`src/rtl/branch_predictor_pkg.sv`:
```
// Shared branch-predictor types: address/word types, BTB entry layout,
// 2-bit direction-counter states and the fetch reset vector.
// Pure declarations: no latency, no flow control.
package branch_predictor_pkg;

  typedef logic [31:0] virt_t;
  typedef logic [31:0] uint32_t;

  // Stored tag field is sized for the widest legal tag (32 - 2 byte bits
  // - at least 1 index bit); narrower TAG_W settings keep the upper bits 0.
  localparam int TAG_MAX_W = 29;

  localparam virt_t RESET_VECTOR = 32'hBFC0_0000;

  typedef enum logic [1:0] {
    CNT_SNT = 2'b00,  // strong not-taken
    CNT_WNT = 2'b01,  // weak not-taken
    CNT_WT  = 2'b10,  // weak taken
    CNT_ST  = 2'b11   // strong taken
  } bp_cnt_e;

  typedef struct packed {
    logic                 valid;
    logic [TAG_MAX_W-1:0] tag;
    virt_t                target;
    bp_cnt_e              cnt;
  } btb_entry_t;

endpackage

```
`src/rtl/branch_predictor_sat_counter2.sv`:
```
// 2-bit saturating direction counter next-state function.
// Purely combinational (0 cycles); no flow control.
// Ports: cnt (current state), taken (resolved direction), cnt_next (new state).
module sat_counter2
  import branch_predictor_pkg::*;
(
  input  bp_cnt_e cnt,
  input  logic    taken,
  output bp_cnt_e cnt_next
);

  always_comb begin
    cnt_next = cnt;
    if (taken) begin
      if (cnt != CNT_ST) cnt_next = bp_cnt_e'(cnt + 2'd1);
    end else begin
      if (cnt != CNT_SNT) cnt_next = bp_cnt_e'(cnt - 2'd1);
    end
  end

endmodule

```
`src/rtl/branch_predictor.sv`:
```
// Direct-mapped BTB with 2-bit direction counters, mispredict redirect and perf counters.
// Lookup is 0-cycle combinational; updates, redirect and counters land on the next edge.
// No backpressure: one update accepted per cycle, redirect is a fire-and-forget pulse.
// Ports: clk/resetn; if_valid/if_pc -> predict_is_taken/predict_target;
//        upd_* resolution inputs and flush; redirect_valid/redirect_pc; perf_branches/perf_mispredicts.
module branch_predictor
  import branch_predictor_pkg::*;
#(
  parameter int      ENTRIES   = 16,
  parameter int      TAG_W     = 10,
  // Reset value of both performance counters (0 in normal use).
  parameter uint32_t PERF_INIT = 32'd0
) (
  input  logic    clk,
  input  logic    resetn,
  input  logic    if_valid,
  input  virt_t   if_pc,
  output logic    predict_is_taken,
  output virt_t   predict_target,
  input  logic    upd_valid,
  input  virt_t   upd_pc,
  input  logic    upd_taken,
  input  virt_t   upd_target,
  input  logic    upd_success,
  input  logic    flush,
  output logic    redirect_valid,
  output virt_t   redirect_pc,
  output uint32_t perf_branches,
  output uint32_t perf_mispredicts
);

  localparam int IDX_W = $clog2(ENTRIES);

  function automatic logic [TAG_MAX_W-1:0] tag_of(input virt_t pc);
    logic [TAG_MAX_W-1:0] t;
    t = '0;
    t[TAG_W-1:0] = pc[2+IDX_W +: TAG_W];
    return t;
  endfunction

  btb_entry_t btb [ENTRIES];

  // ---------------- lookup (reads current flops, so same-cycle updates are not visible)
  logic [IDX_W-1:0] rd_idx;
  btb_entry_t       rd_entry;
  logic             rd_hit;

  assign rd_idx           = if_pc[2 +: IDX_W];
  assign rd_entry         = btb[rd_idx];
  assign rd_hit           = rd_entry.valid && (rd_entry.tag == tag_of(if_pc));
  assign predict_is_taken = if_valid && rd_hit && rd_entry.cnt[1];
  assign predict_target   = rd_hit ? rd_entry.target : if_pc + 32'd8;

  // ---------------- update
  logic             accept;
  logic             mispredict;
  logic [IDX_W-1:0] wr_idx;
  btb_entry_t       wr_old;
  btb_entry_t       wr_new;
  logic             wr_hit;
  logic             wr_en;
  bp_cnt_e          cnt_next;

  assign accept     = upd_valid && !flush;
  assign mispredict = accept && !upd_success;
  assign wr_idx     = upd_pc[2 +: IDX_W];
  assign wr_old     = btb[wr_idx];
  assign wr_hit     = wr_old.valid && (wr_old.tag == tag_of(upd_pc));

  sat_counter2 u_cnt (
    .cnt      (wr_old.cnt),
    .taken    (upd_taken),
    .cnt_next (cnt_next)
  );

  always_comb begin
    wr_en  = 1'b0;
    wr_new = wr_old;
    if (accept) begin
      if (wr_hit) begin
        wr_en      = 1'b1;
        wr_new.cnt = cnt_next;
        if (upd_taken) wr_new.target = upd_target;
      end else if (upd_taken) begin
        // Allocation evicts whatever aliased entry lived at this index.
        wr_en         = 1'b1;
        wr_new.valid  = 1'b1;
        wr_new.tag    = tag_of(upd_pc);
        wr_new.target = upd_target;
        wr_new.cnt    = CNT_WT;
      end
    end
  end

  always_ff @(posedge clk or negedge resetn) begin
    if (!resetn) begin
      for (int i = 0; i < ENTRIES; i++) begin
        btb[i] <= '{valid: 1'b0, tag: '0, target: '0, cnt: CNT_WNT};
      end
    end else if (wr_en) begin
      btb[wr_idx] <= wr_new;
    end
  end

  // ---------------- redirect and performance counters
  always_ff @(posedge clk or negedge resetn) begin
    if (!resetn) begin
      redirect_valid   <= 1'b0;
      redirect_pc      <= RESET_VECTOR;
      perf_branches    <= PERF_INIT;
      perf_mispredicts <= PERF_INIT;
    end else begin
      redirect_valid <= mispredict;
      // Not-taken restart skips the branch and its always-executed delay slot.
      if (mispredict) redirect_pc <= upd_taken ? upd_target : upd_pc + 32'd8;
      if (accept)     perf_branches <= perf_branches + 32'd1;
      if (mispredict) perf_mispredicts <= perf_mispredicts + 32'd1;
    end
  end

  // PC bits outside index/tag and the counter's low bit on the lookup side carry no meaning here.
  logic unused_ok;
  assign unused_ok = ^{if_pc, upd_pc, rd_entry.cnt[0]};

endmodule

```
`config.mk`:
```
export PLATFORM = sky130hd
export DESIGN_NAME = branch_predictor
export DESIGN_NICKNAME = d
export VERILOG_FILES = /design/src/rtl/branch_predictor_pkg.sv /design/src/rtl/branch_predictor_sat_counter2.sv /design/src/rtl/branch_predictor.sv
export SDC_FILE = /design/constraint.sdc
export NUM_CORES = 2
export LEC_CHECK = 0
export BUFFER_PORTS_ARGS = -buffer_cell sky130_fd_sc_hd__buf_4
export CAP_MARGIN = 20
export CORE_UTILIZATION = 60
export DETAILED_ROUTE_END_ITERATION = 16
export PLACE_DENSITY = 0.75
export SLEW_MARGIN = 40
export SYNTH_ARGS = -nofsm -noshare
export SYNTH_HDL_FRONTEND = slang
export SYNTH_SLANG_ARGS = --single-unit
```
`constraint.sdc`:
```
create_clock -name clk -period 4.34 [get_ports clk]
set_input_delay 0 -clock clk [delete_from_list [all_inputs] [get_ports clk]]
set_output_delay 0 -clock clk [all_outputs]
set_load 0.005 [all_outputs]
```
==> flow_summary_export.csv <==
group,metric,value,unit
timing,timing.fmax,239,MHz
synth,ys.flop_type,"dfrtp_1",
synth,synth_area,57900,sq um
setup_path,endpoint,"predict_target[5]",
floorplanning,start_util,0.607,
synth,synthCells,4018,
cells_and_area,fillers,6301,
timing,finalSetupViolCount,0,
placed_design,port-buffer-count,232,
floorplanning,ios,233,
run_status,status,"finished, final reports clean",
power_and_ir_drop,vdd_ir_drop_max,0.363,mV
grt,use_met2,0.496,
cts,cts_tree,"yes",
grt,grt_max_degree,129,
cts,clk_pin_slew,60,ps
timing,hold_slack,59.2,ps
synth,yosys_warnings,0,
synth,synth_top_family_by_area,"multiplexers",
cells_and_area,drive_gt1_frac,0.426,
synth,ys_ff_latch,1121,
cells_and_area,mostFrequentLayoutCells,"dfrtp_1 (1096), mux2_2 (487), mux4_2 (416)",
cells_and_area,final_nets,4360,
cells_and_area,regArea,28100,sq um
setup_path,cp.arrival,4180,ps
setup_path,worstPathRequired,4340,ps
route,vias,37100,
synth,synth_seq_area_share,0.485,
route,vias_per_cell,6.60,
setup_path,path_max_fanout,32,
grt,grt_pass1_vias,38100,
timing,rsz0062_at_grt,"no",
power_and_ir_drop,leakage,31.5,nW
setup_path,worstRegToRegCells,12,
synth,synth-edff-count,0,
floorplanning,core,95300,sq um
grt,grt_util_all_layers,0.332,
floorplanning,die_w,313,microns
floorplanning,fp-row-count,113,
cells_and_area,antenna_cells_inserted,0,
synth,async_reset_ff_frac,1.00,
setup_path,crit_path_max_incr_delay,490,ps
synth,ys_types,79,
power_and_ir_drop,power_density,378,nW/um^2
synth,yosys.area_share.adder,0.00104,
timing,tightestPinTransition,846,ps
cts,cts_setup_buffers,0,
synth,synth-compound-area-share,0.0256,
setup_path,path_buf_inv,3,
timing,slew-limit-headroom,0.436,
cts,ctsHtreeMaxLevel,3,
cells_and_area,multi_input_comb_area,28200,sq um
grt,grt_pass1_wl,244000,microns
synth,synthMuxAreaShare,0.350,
cts,cts_buffer_depth,3,
timing,setup_tns,0,ps
grt,grt_overflow,0,
timing,post-route-period-util,0.963,
hold_path,hold_class,"in2reg",
route,wl_per_cell,28.3,microns
route,first_pass_iters,5,
timing,fin_worst_skew,26.8,ps
setup_path,r2r_setup_slack,430,ps
hold_path,hold_start,"upd_pc[13]",
setup_path,endpoint_kind,"primary output",
setup_path,r2r_end,"btb[242]$_DFFE_PN0P_",
route,drc,0,
floorplanning,die_h,313,microns
setup_path,worst_path_dominant_cell_family,"compound AO/OA/AOI/OAI gates",
setup_path,r2r-start,"btb[562]$_DFFE_PN0P_",
timing,period_minus_slack,4180,ps
grt,grt_use_met1,0.478,
setup_path,crit_path_start_kind,"flop",
timing,final_hold_viol_count,0,
grt,antenna_found_initial,5,
cts,cts_root_buf,"clkbuf_16",
synth,synth.net_count,4125,
cts,numCtsBuffers,114,
setup_path,slowest_stage,"o41ai_1",
cts,clk_latency,730,ps
route,drtAntennaViolNets,0,
flow_run,max-cap-violations,0,
synth,synth_simple_gate_area_frac,0.0892,
setup_path,path_cells,"nor4_2, nand4_1, o41ai_1, o211ai_1, o22ai_1, nand3_1, o31ai_1, buf_4, nand4_1, buf_12, mux2_2, buf_4",
cells_and_area,area_growth,14.3,%
synth,synth_xor_xnor_area_share,0.0203,
floorplanning,die_area,97700,sq um
cells_and_area,final_common_cell,"dfrtp_1",
power_and_ir_drop,p_total,25.0,mW
setup_path,critPathKind,"reg2out",
route,routed_wirelength,159000,microns
route,drtIter0Drc,3981,
timing,maxSlewViolCount,0,
cts,cts.sinks,1121,
setup_path,cp.depth,12,
grt,grt_util_met3,0.0792,
placed_design,place.gp.congestion,0.919,
setup_path,critPathLaunch,"btb[236]$_DFFE_PN0P_",
synth,synth_area_per_cell,14.4,sq um
placed_design,hpwlAfterDp,99200,microns
grt,busiest_layer,"met2",
[power breakdown]
part / internal (mW) / leakage, nW / switching [mW]
registers: 10.9 / 15.4 / 0.354
logic: 1.39 / 14.0 / 1.43
clock network: 6.56 / 2.05 / 4.38
total: 18.8 / 31.5 / 6.16
[through the flow]
step                cell area (sq um)  std cells  utilization  setup WS, ps
floorplan                       57900       4018            -           934
global placement                61100       5327        0.641           324
detailed placement              61100       5327        0.641           322
CTS                             66100       5617        0.694          11.0
global route                    66100       5618        0.694          42.7
finish                          66100       5618        0.694           161
[timing repair]
item / 4_1_cts / 5_1_grt
setup endpoints to repair: 5 / 31
hold buffers: 74 / 0
endpoints found under the hold margin: 907 / 0
gates resized for setup: 1 / 1
[cells in the mapped netlist (5+ instances only)]
master | n | area (sq um)
dfrtp_1 | 1096 | 27400
mux2_2 | 487 | 5480
mux4_2 | 416 | 9370
mux2_4 | 320 | 4800
and2_1 | 305 | 1910
clkbuf_1 | 161 | 604
nor2_1 | 140 | 526
nand2_1 | 113 | 424
xnor2_1 | 90 | 788
buf_2 | 72 | 360
nor3_1 | 64 | 320
a21oi_1 | 62 | 310
o21ai_0 | 57 | 285
nand3_1 | 55 | 275
mux2i_1 | 53 | 531
nor4_1 | 48 | 300
nand4_1 | 47 | 294
xor2_1 | 44 | 385
buf_6 | 42 | 473
buf_1 | 32 | 120
nand2b_1 | 29 | 181
and3_1 | 25 | 156
dfstp_2 | 25 | 657
o22ai_1 | 18 | 113
inv_1 | 16 | 60.1
a31oi_1 | 12 | 75.1
nor4b_1 | 12 | 105
nor2b_1 | 11 | 68.8
nor3b_1 | 11 | 82.6
a211oi_1 | 10 | 75.1
a22oi_1 | 10 | 75.1
or3_1 | 10 | 62.6
and4_1 | 9 | 78.8
nand3_2 | 8 | 80.1
nand3_4 | 8 | 140
o211ai_1 | 8 | 60.1
or2_2 | 7 | 43.8
or4_1 | 7 | 52.6
o41ai_1 | 5 | 43.8
[kinds of logic after synthesis]
kind of cell / count (synthesis)
flops: 1121
xor+xnor: 134
compound gates: 231
mux: 1280
buf+inv: 332
simple gates: 915
fa+ha+maj: 5
[worst min-delay path by stage]
stage	slack, ps	depth (start not counted)	to
floorplan	-300	0	btb[1000]$_DFFE_PN0P_
global placement	110	1	perf_branches[14]$_DFFE_PN0P_
detailed placement	100	1	btb[104]$_DFFE_PN0P_
CTS	20	4	btb[489]$_DFFE_PN0P_
global route	80	3	btb[547]$_DFFE_PN0P_
finish	60	4	btb[425]$_DFFE_PN0P_
[worst register-to-register path, cell delays in order (launching register included)]
cell,delay (ps)
dfrtp_1,390
or4b_1,570
o221ai_1,210
a21oi_1,160
o31ai_1,540
nor3b_1,260
nand4_1,220
o21ai_4,320
buf_12,230
nand3_4,100
buf_4,310
buf_4,290
and2_1,190
[registers in the layout, summed over array words and instances, names as in the netlist]
| name | cells |
|---|---|
| btb | 1024 |
| perf_branches | 32 |
| perf_mispredicts | 32 |
| redirect_pc | 32 |
| redirect_valid | 1 |
[layout make-up]
cell class / instances / area share
multi-input combinational: 2565 / 0.427
sequential: 1121 / 0.425
timing repair buffer: 431 / 0.0596
clock buffer: 151 / 0.0492
tap: 1265 / 0.0239
clock inverter: 65 / 0.0147
inverter: 20 / 0.00117
[layer usage]
layer | wire length (microns) | up-vias | share of wire
met3 | 14600 | 345 | 0.092
met4 | 5840 | 8 | 0.037
li1 | - | 15400 | -
met1 | 65600 | 19600 | 0.41
met2 | 73000 | 1671 | 0.46
met5 | 55 | - | 0.00035
Power figures use the tool's default switching activity.
